==> src/rtl/pe_core_pkg.sv <==
// Shared constants and FSM encoding for the PE core sequencer.
package pe_core_pkg;

  localparam int unsigned DefaultRows    = 32;
  localparam int unsigned DefaultCols    = 32;
  localparam int unsigned DefaultPostLat = 3;
  localparam int unsigned DefaultNMux    = 4;
  localparam int unsigned DefaultOaw     = 6;
  localparam int unsigned DefaultCntW    = 16;

  typedef enum logic [1:0] {
    StIdle    = 2'd0,
    StLoad    = 2'd1,
    StCompute = 2'd2,
    StDrain   = 2'd3
  } seq_state_e;

endpackage

==> src/rtl/pe_core_sequencer_if.sv <==
// Configuration, control and status bundle between a job controller and the sequencer.
interface pe_core_sequencer_if import pe_core_pkg::*; #(
  parameter int unsigned N_MUX = DefaultNMux,
  parameter int unsigned OAW   = DefaultOaw,
  parameter int unsigned CNT_W = DefaultCntW
);

  logic                   cfg_valid;
  logic                   cfg_ready;
  logic [CNT_W-1:0]       cfg_n_vec;
  logic [N_MUX-1:0]       cfg_outlier_sel;
  logic [N_MUX*OAW-1:0]   cfg_outlier_addr;
  logic                   abort;
  logic                   w_valid_lo;
  logic                   w_valid_hi;
  logic                   act_valid;

  logic                   load_weight_en;
  logic [N_MUX-1:0]       outlier_sel;
  logic [N_MUX*OAW-1:0]   outlier_addr;
  logic                   array_out_valid;
  logic                   post_valid;
  logic                   res_start;
  logic                   busy;
  logic                   done;
  logic                   err_ovr;

  modport master (
    output cfg_valid, cfg_n_vec, cfg_outlier_sel, cfg_outlier_addr, abort,
           w_valid_lo, w_valid_hi, act_valid,
    input  cfg_ready, load_weight_en, outlier_sel, outlier_addr, array_out_valid,
           post_valid, res_start, busy, done, err_ovr
  );

  modport slave (
    input  cfg_valid, cfg_n_vec, cfg_outlier_sel, cfg_outlier_addr, abort,
           w_valid_lo, w_valid_hi, act_valid,
    output cfg_ready, load_weight_en, outlier_sel, outlier_addr, array_out_valid,
           post_valid, res_start, busy, done, err_ovr
  );

endinterface

==> src/rtl/valid_delay_line.sv <==
// Fixed-depth valid shift register with synchronous flush; DEPTH must be at least 1.
module valid_delay_line #(
  parameter int unsigned DEPTH = 1
) (
  input  logic clk,
  input  logic rst_n,
  input  logic flush_i,
  input  logic valid_i,
  output logic valid_o,
  output logic busy_o
);

  logic [DEPTH-1:0] sr_q;

  // Shift one stage per cycle; flush wins over new input.
  always_ff @(posedge clk or negedge rst_n) begin
    if (!rst_n) begin
      sr_q <= '0;
    end else if (flush_i) begin
      sr_q <= '0;
    end else begin
      sr_q <= (sr_q << 1) | DEPTH'(valid_i);
    end
  end

  assign valid_o = sr_q[DEPTH-1];
  assign busy_o  = |sr_q;

endmodule

==> src/rtl/pe_core_sequencer.sv <==
// Job sequencer for the systolic PE core: weight load, activation streaming, drain.
module pe_core_sequencer import pe_core_pkg::*; #(
  parameter int unsigned ROWS     = DefaultRows,
  parameter int unsigned COLS     = DefaultCols,
  parameter int unsigned POST_LAT = DefaultPostLat,
  parameter int unsigned N_MUX    = DefaultNMux,
  parameter int unsigned OAW      = DefaultOaw,
  parameter int unsigned CNT_W    = DefaultCntW
) (
  input logic                clk,
  input logic                rst_n,
  pe_core_sequencer_if.slave seq_if
);

  localparam int unsigned RowCntW  = $clog2(ROWS + 1);
  localparam int unsigned TailCntW = $clog2(COLS + 1);

  seq_state_e           state_q;
  logic [RowCntW-1:0]   load_cnt_q;
  logic [CNT_W-1:0]     act_cnt_q;
  logic [TailCntW-1:0]  tail_cnt_q;
  logic [CNT_W-1:0]     n_vec_q;
  logic [N_MUX-1:0]     outlier_sel_q;
  logic [N_MUX*OAW-1:0] outlier_addr_q;
  logic                 res_start_q;
  logic                 err_ovr_q;
  logic [1:0]           w_pipe_q;

  logic w_valid;
  logic kill;
  logic accept;
  logic load_en;
  logic act_acc;
  logic array_valid;
  logic array_busy;
  logic post_valid;
  logic post_busy;
  logic lines_empty;
  logic done;

  assign w_valid     = seq_if.w_valid_lo | seq_if.w_valid_hi;
  // Abort only acts on a running job.
  assign kill        = seq_if.abort && (state_q != StIdle);
  assign accept      = seq_if.cfg_valid && (state_q == StIdle);
  assign load_en     = w_pipe_q[1] && (state_q == StLoad);
  assign act_acc     = seq_if.act_valid && (state_q == StCompute);
  assign lines_empty = !array_busy && !post_busy;
  assign done        = (state_q == StDrain) && lines_empty &&
                       (tail_cnt_q == TailCntW'(COLS - 1)) && !seq_if.abort;

  // Two-cycle weight-valid pipeline matching the bank read-to-array latency.
  always_ff @(posedge clk or negedge rst_n) begin
    if (!rst_n) begin
      w_pipe_q <= '0;
    end else if (kill) begin
      w_pipe_q <= '0;
    end else begin
      w_pipe_q <= {w_pipe_q[0], w_valid};
    end
  end

  // Main job FSM with its counters, shadow config and status flags.
  always_ff @(posedge clk or negedge rst_n) begin
    if (!rst_n) begin
      state_q        <= StIdle;
      load_cnt_q     <= '0;
      act_cnt_q      <= '0;
      tail_cnt_q     <= '0;
      n_vec_q        <= '0;
      outlier_sel_q  <= '0;
      outlier_addr_q <= '0;
      res_start_q    <= 1'b0;
      err_ovr_q      <= 1'b0;
    end else begin
      res_start_q <= 1'b0;
      // A stray activation is reported even if a new job is accepted in the same cycle.
      if (seq_if.act_valid && (state_q != StCompute)) begin
        err_ovr_q <= 1'b1;
      end else if (accept) begin
        err_ovr_q <= 1'b0;
      end

      if (kill) begin
        state_q    <= StIdle;
        load_cnt_q <= '0;
        act_cnt_q  <= '0;
        tail_cnt_q <= '0;
      end else begin
        unique case (state_q)
          StIdle: begin
            if (accept) begin
              n_vec_q        <= (seq_if.cfg_n_vec == '0) ? CNT_W'(1) : seq_if.cfg_n_vec;
              outlier_sel_q  <= seq_if.cfg_outlier_sel;
              outlier_addr_q <= seq_if.cfg_outlier_addr;
              res_start_q    <= 1'b1;
              load_cnt_q     <= '0;
              act_cnt_q      <= '0;
              tail_cnt_q     <= '0;
              state_q        <= StLoad;
            end
          end
          StLoad: begin
            if (load_en) begin
              if (load_cnt_q == RowCntW'(ROWS - 1)) begin
                load_cnt_q <= '0;
                state_q    <= StCompute;
              end else begin
                load_cnt_q <= load_cnt_q + 1'b1;
              end
            end
          end
          StCompute: begin
            if (act_acc) begin
              if (act_cnt_q == n_vec_q - CNT_W'(1)) begin
                act_cnt_q <= '0;
                state_q   <= StDrain;
              end else begin
                act_cnt_q <= act_cnt_q + 1'b1;
              end
            end
          end
          StDrain: begin
            // Tail counts consecutive empty cycles to cover the output de-skew.
            if (!lines_empty) begin
              tail_cnt_q <= '0;
            end else if (tail_cnt_q == TailCntW'(COLS - 1)) begin
              tail_cnt_q <= '0;
              state_q    <= StIdle;
            end else begin
              tail_cnt_q <= tail_cnt_q + 1'b1;
            end
          end
          default: state_q <= StIdle;
        endcase
      end
    end
  end

  // Array traversal: flushed while new weights shift in so stale data never escapes.
  valid_delay_line #(
    .DEPTH (ROWS)
  ) u_array_dly (
    .clk     (clk),
    .rst_n   (rst_n),
    .flush_i (load_en | kill),
    .valid_i (act_acc),
    .valid_o (array_valid),
    .busy_o  (array_busy)
  );

  valid_delay_line #(
    .DEPTH (POST_LAT)
  ) u_post_dly (
    .clk     (clk),
    .rst_n   (rst_n),
    .flush_i (kill),
    .valid_i (array_valid),
    .valid_o (post_valid),
    .busy_o  (post_busy)
  );

  assign seq_if.cfg_ready       = (state_q == StIdle);
  assign seq_if.busy            = (state_q != StIdle);
  assign seq_if.load_weight_en  = load_en;
  assign seq_if.outlier_sel     = outlier_sel_q;
  assign seq_if.outlier_addr    = outlier_addr_q;
  assign seq_if.array_out_valid = array_valid;
  assign seq_if.post_valid      = post_valid;
  assign seq_if.res_start       = res_start_q;
  assign seq_if.done            = done;
  assign seq_if.err_ovr         = err_ovr_q;

endmodule

==> src/flat_wrapper.sv <==
// flat-port wrapper written by rule: the top's interface ports become plain ports
module pe_core_sequencer_flat import pe_core_pkg::*;
#(
  parameter int unsigned ROWS     = DefaultRows,
  parameter int unsigned COLS     = DefaultCols,
  parameter int unsigned POST_LAT = DefaultPostLat,
  parameter int unsigned N_MUX    = DefaultNMux,
  parameter int unsigned OAW      = DefaultOaw,
  parameter int unsigned CNT_W    = DefaultCntW
)
  (clk, rst_n, seq_if_cfg_valid, seq_if_cfg_n_vec, seq_if_cfg_outlier_sel, seq_if_cfg_outlier_addr, seq_if_abort, seq_if_w_valid_lo, seq_if_w_valid_hi, seq_if_act_valid, seq_if_cfg_ready, seq_if_load_weight_en, seq_if_outlier_sel, seq_if_outlier_addr, seq_if_array_out_valid, seq_if_post_valid, seq_if_res_start, seq_if_busy, seq_if_done, seq_if_err_ovr);
  pe_core_sequencer_if #(.N_MUX(N_MUX), .OAW(OAW), .CNT_W(CNT_W)) seq_if_i ();
  input logic clk;
  input logic rst_n;
  input wire logic [$bits(seq_if_i.cfg_valid)-1:0] seq_if_cfg_valid;
  input wire logic [$bits(seq_if_i.cfg_n_vec)-1:0] seq_if_cfg_n_vec;
  input wire logic [$bits(seq_if_i.cfg_outlier_sel)-1:0] seq_if_cfg_outlier_sel;
  input wire logic [$bits(seq_if_i.cfg_outlier_addr)-1:0] seq_if_cfg_outlier_addr;
  input wire logic [$bits(seq_if_i.abort)-1:0] seq_if_abort;
  input wire logic [$bits(seq_if_i.w_valid_lo)-1:0] seq_if_w_valid_lo;
  input wire logic [$bits(seq_if_i.w_valid_hi)-1:0] seq_if_w_valid_hi;
  input wire logic [$bits(seq_if_i.act_valid)-1:0] seq_if_act_valid;
  output wire logic [$bits(seq_if_i.cfg_ready)-1:0] seq_if_cfg_ready;
  output wire logic [$bits(seq_if_i.load_weight_en)-1:0] seq_if_load_weight_en;
  output wire logic [$bits(seq_if_i.outlier_sel)-1:0] seq_if_outlier_sel;
  output wire logic [$bits(seq_if_i.outlier_addr)-1:0] seq_if_outlier_addr;
  output wire logic [$bits(seq_if_i.array_out_valid)-1:0] seq_if_array_out_valid;
  output wire logic [$bits(seq_if_i.post_valid)-1:0] seq_if_post_valid;
  output wire logic [$bits(seq_if_i.res_start)-1:0] seq_if_res_start;
  output wire logic [$bits(seq_if_i.busy)-1:0] seq_if_busy;
  output wire logic [$bits(seq_if_i.done)-1:0] seq_if_done;
  output wire logic [$bits(seq_if_i.err_ovr)-1:0] seq_if_err_ovr;
  assign seq_if_i.cfg_valid = seq_if_cfg_valid;
  assign seq_if_i.cfg_n_vec = seq_if_cfg_n_vec;
  assign seq_if_i.cfg_outlier_sel = seq_if_cfg_outlier_sel;
  assign seq_if_i.cfg_outlier_addr = seq_if_cfg_outlier_addr;
  assign seq_if_i.abort = seq_if_abort;
  assign seq_if_i.w_valid_lo = seq_if_w_valid_lo;
  assign seq_if_i.w_valid_hi = seq_if_w_valid_hi;
  assign seq_if_i.act_valid = seq_if_act_valid;
  assign seq_if_cfg_ready = seq_if_i.cfg_ready;
  assign seq_if_load_weight_en = seq_if_i.load_weight_en;
  assign seq_if_outlier_sel = seq_if_i.outlier_sel;
  assign seq_if_outlier_addr = seq_if_i.outlier_addr;
  assign seq_if_array_out_valid = seq_if_i.array_out_valid;
  assign seq_if_post_valid = seq_if_i.post_valid;
  assign seq_if_res_start = seq_if_i.res_start;
  assign seq_if_busy = seq_if_i.busy;
  assign seq_if_done = seq_if_i.done;
  assign seq_if_err_ovr = seq_if_i.err_ovr;
  pe_core_sequencer #(.ROWS(ROWS), .COLS(COLS), .POST_LAT(POST_LAT), .N_MUX(N_MUX), .OAW(OAW), .CNT_W(CNT_W)) u_core (.clk(clk), .rst_n(rst_n), .seq_if(seq_if_i));
endmodule
==> config.mk <==
export PLATFORM = sky130hd
export DESIGN_NAME = pe_core_sequencer_flat
export DESIGN_NICKNAME = d
export VERILOG_FILES = /design/src/rtl/pe_core_pkg.sv /design/src/rtl/pe_core_sequencer_if.sv /design/src/rtl/valid_delay_line.sv /design/src/rtl/pe_core_sequencer.sv /design/src/flat_wrapper.sv
export SDC_FILE = /design/constraint.sdc
export NUM_CORES = 1
export LEC_CHECK = 0
export CORE_UTILIZATION = 33
export DETAILED_ROUTE_END_ITERATION = 12
export MAX_ROUTING_LAYER = met4
export PLACE_DENSITY = 0.57
export SETUP_SLACK_MARGIN = 0.02
export SYNTH_ARGS = -nofsm -noshare
export SYNTH_HDL_FRONTEND = slang
export SYNTH_SLANG_ARGS = --single-unit
==> constraint.sdc <==
create_clock -name clk -period 3.7 [get_ports clk]
set_input_delay 0.74 -clock clk [delete_from_list [all_inputs] [get_ports clk]]
set_output_delay 0.74 -clock clk [all_outputs]
set_load 0.005 [all_outputs]
==> results of run 1 <==
area by class of cell:
type | count | area [sq um] | area share (%)
Timing Repair Buffer | 94 | 931 | 13.3
Sequential cell | 113 | 2830 | 40.3
Clock buffer | 28 | 517 | 7.36
Tap cell | 211 | 264 | 3.76
Clock inverter | 4 | 95.1 | 1.35
Multi-Input combinational cell | 332 | 2330 | 33.2
Inverter | 14 | 52.6 | 0.749
registers in the layout (all words and copies together), names as in the netlist:
register                    count
u_core.u_array_dly.sr_q        32
u_core.seq_if.outlier_addr     24
u_core.act_cnt_q               16
u_core.n_vec_q                 16
u_core.load_cnt_q               6
u_core.tail_cnt_q               6
u_core.seq_if.outlier_sel       4
u_core.u_post_dly.sr_q          3
u_core.state_q                  2
u_core.w_pipe_q                 2
u_core.seq_if.err_ovr           1
u_core.seq_if.res_start         1
layout by cell type, fill, tap and decap left out, types with 5 or more instances in the layout:
cell type	Yosys	routed
nor3_1	14	14
and3_1	7	7
nor4_1	15	15
nand3_1	12	12
a21oi_1	12	12
mux2_2	43	43
nand4_1	9	9
clkbuf_16	0	17
nand2_1	36	35
ha_1	9	9
xnor2_1	19	19
clkdlybuf4s50_1	0	85
clkbuf_1	12	6
dfrtp_1	113	113
inv_1	14	14
clkbuf_8	0	5
buf_4	2	8
and2_1	35	35
xor2_1	16	16
o21ai_0	27	27
nand2b_1	7	7
nor2b_1	7	7
nor2_1	19	19
logic make-up (layout without fill, tap and decap cells):
logic type,Yosys count,in the layout
xor+xnor,35,35
flops,113,113
fa+ha+maj,9,9
mux,45,45
compound gates,65,65
simple gates,178,178
buf+inv,29,140
final timing paths:
check	startpoint	to	slack, ns	cells past startpoint
worst max-delay path	u_core.u_array_dly.sr_q[1]	seq_if_done	0.39	6
min in group clk	u_core.w_pipe_q[0]	u_core.w_pipe_q[1]	0.46	1
worst max register to register	u_core.n_vec_q[3]	u_core.state_q[1]	0.80	8
worst min-delay path	rst_n	u_core.act_cnt_q[15]	0.35	1
max in group asynchronous	rst_n	u_core.u_array_dly.sr_q[29]	2.58	2
worst min register to register	u_core.w_pipe_q[0]	u_core.w_pipe_q[1]	0.46	1
layer usage:
metal	global-route usage [%]	wire length, um
met5	-	0
met4	5.54	190
met3	4.32	528
met2	25.2	5920
met1	20.0	5440
power by group:
part	switching [mW]	internal, mW
sequential	0.248	1.53
clock	0.528	1.15
combinational	0.764	0.909
critical path, cell delays in order, from the launching register on:
cell             delay, ns
dfrtp_1               0.38
nor4_1                0.34
nand4_1               0.13
nor3_1                0.29
nor3b_1               0.31
and3b_1               0.22
clkdlybuf4s50_1       0.50
stage by stage:
step                      util, %  total power [mW]  hold WS (ns)
final                        45.5              5.13         0.353
after global routing         45.5              5.44         0.403
after CTS                    45.5              5.20         0.381
after detailed placement     41.5              3.49         0.441
after global placement       41.5              3.44         0.446
after floorplan                 -              2.74         0.428
==> impl_metrics.tcl, run 1 <==
set metrics [dict create \
    critPathCaptureType "primary output" \
    netlist_top_cells_area "dfrtp_1 (54%), mux2_2 (9.2%), and2_1 (4.1%)" \
    root_buffer "clkbuf_16" \
    instances_no_fill 796 \
    synth_xor_area_share_pct 5.81 \
    vias 3836 \
    clock_skew_ns 0.00584 \
    post-cts-setup-buffer-count 0 \
    ys_seq_area_share_pct 53.6 \
    hold_viol_final 0 \
    path_clk_slew_ns 0.05 \
    layout_setup_ws_ns 0.385 \
    synth-simple-area-share_pct 18.8 \
    ir_drop_v 0.000341 \
    syn_area_sq_um 5280 \
    synth.top_cell.area_share_pct 53.6 \
    clock_sinks 113 \
    synthCells 474 \
    power.static_leakage_nw 3.02 \
    drive_above_1_share_pct 15.2 \
    postCtsHoldBufs 0 \
    yosys-mux-area-fraction_pct 9.55 \
    die_area_sq_um 16500 \
    status "finished, final reports clean" \
    cts-buffers-inserted 17 \
    wl_per_cell_um 15.2 \
    die_h_um 128 \
    drt-initial-drc-count 199 \
    grt_pass1_vias 3903 \
    antenna_found_initial 0 \
    synth_edf_count 0 \
    min_path_type "in2async" \
    yosysWarnings 0 \
    rsz0062_at_grt "no" \
    grt_usage_pct 16.1 \
    cp.required_ns 2.96 \
    placed_cells 764 \
    fill_cells 1440 \
    port_buffers 86 \
    syn_nets 534 \
    grt-ovfl-total 0 \
    maxCapViolCount 0 \
    power_density_nw_per_um2 731 \
    core_area_sq_um 15400 \
    fmax_mhz 302 \
    tightest_slew_ns 0.813 \
    antenna_cells 0 \
    async_reset_ff_share_pct 100 \
    slew_violations 0 \
    postRouteAntennaNets 0 \
    die_w_um 128 \
    synth_compound_area_share_pct 7.89 \
    period_minus_slack_ns 3.31 \
    synth_adder_area_share_pct 2.13 \
    gp_congestion 0.822 \
    critPathKind "reg2out" \
    yosys_register_bits 113 \
    clk_latency_ns 0.41 \
    finalSetupTns_ns 0 \
    dpl_cell_area_sq_um 6410 \
    cts_resized 0 \
    cts_buffer_depth 2 \
    grt_start_max_net_pins 67 \
    std_cell_rows 45 \
    ys.flop_type "dfrtp_1" \
    nets 632 \
    synth_commonest_cells "dfrtp_1 (113), mux2_2 (43), nand2_1 (36)" \
    cts_tree "yes" \
    worstSetupStartpointType "flip-flop" \
    finish.instance_area_sq_um 7020 \
    top_level_ports 87 \
    syn_area_per_cell_sq_um 11.1 \
    slew_headroom_pct 45.6 \
    dr.pass1.iters 4 \
    drc 0 \
    crit_path_max_fanout 2 \
    yosysMostFrequentCell "dfrtp_1" \
    hpwl_um 8640 \
    synth_top_family_by_area "simple AND/OR/NAND/NOR gates" \
    place_ws_ns 0.798 \
    drt-total-wl_um 12100 \
    grt_pass1_wl_um 19800 \
    htree_levels 4 \
    synth_cell_types 51 \
    start_util_pct 34.2 \
    vias_per_cell 4.82 \
    yosysTopAreaCell "dfrtp_1" \
    fin_crit_sh_pct 89.6 \
    setup_viol_count_final 0 \
    arrival_ns 2.57 \
    area_growth_pct 33.0 \
]
(Power assumes the default switching activity.)
==> run 2: changes to the inputs <==
--- a/config.mk
+++ b/config.mk
@@ -5,6 +5,7 @@
 export SDC_FILE = /design/constraint.sdc
 export NUM_CORES = 1
 export LEC_CHECK = 0
+export ABC_CLOCK_PERIOD_IN_PS = 3700
 export CORE_UTILIZATION = 33
 export DETAILED_ROUTE_END_ITERATION = 12
 export MAX_ROUTING_LAYER = met4
==> results of run 2 <==
Same layout as run 1: the final DEF is identical, and so are final timing and power.
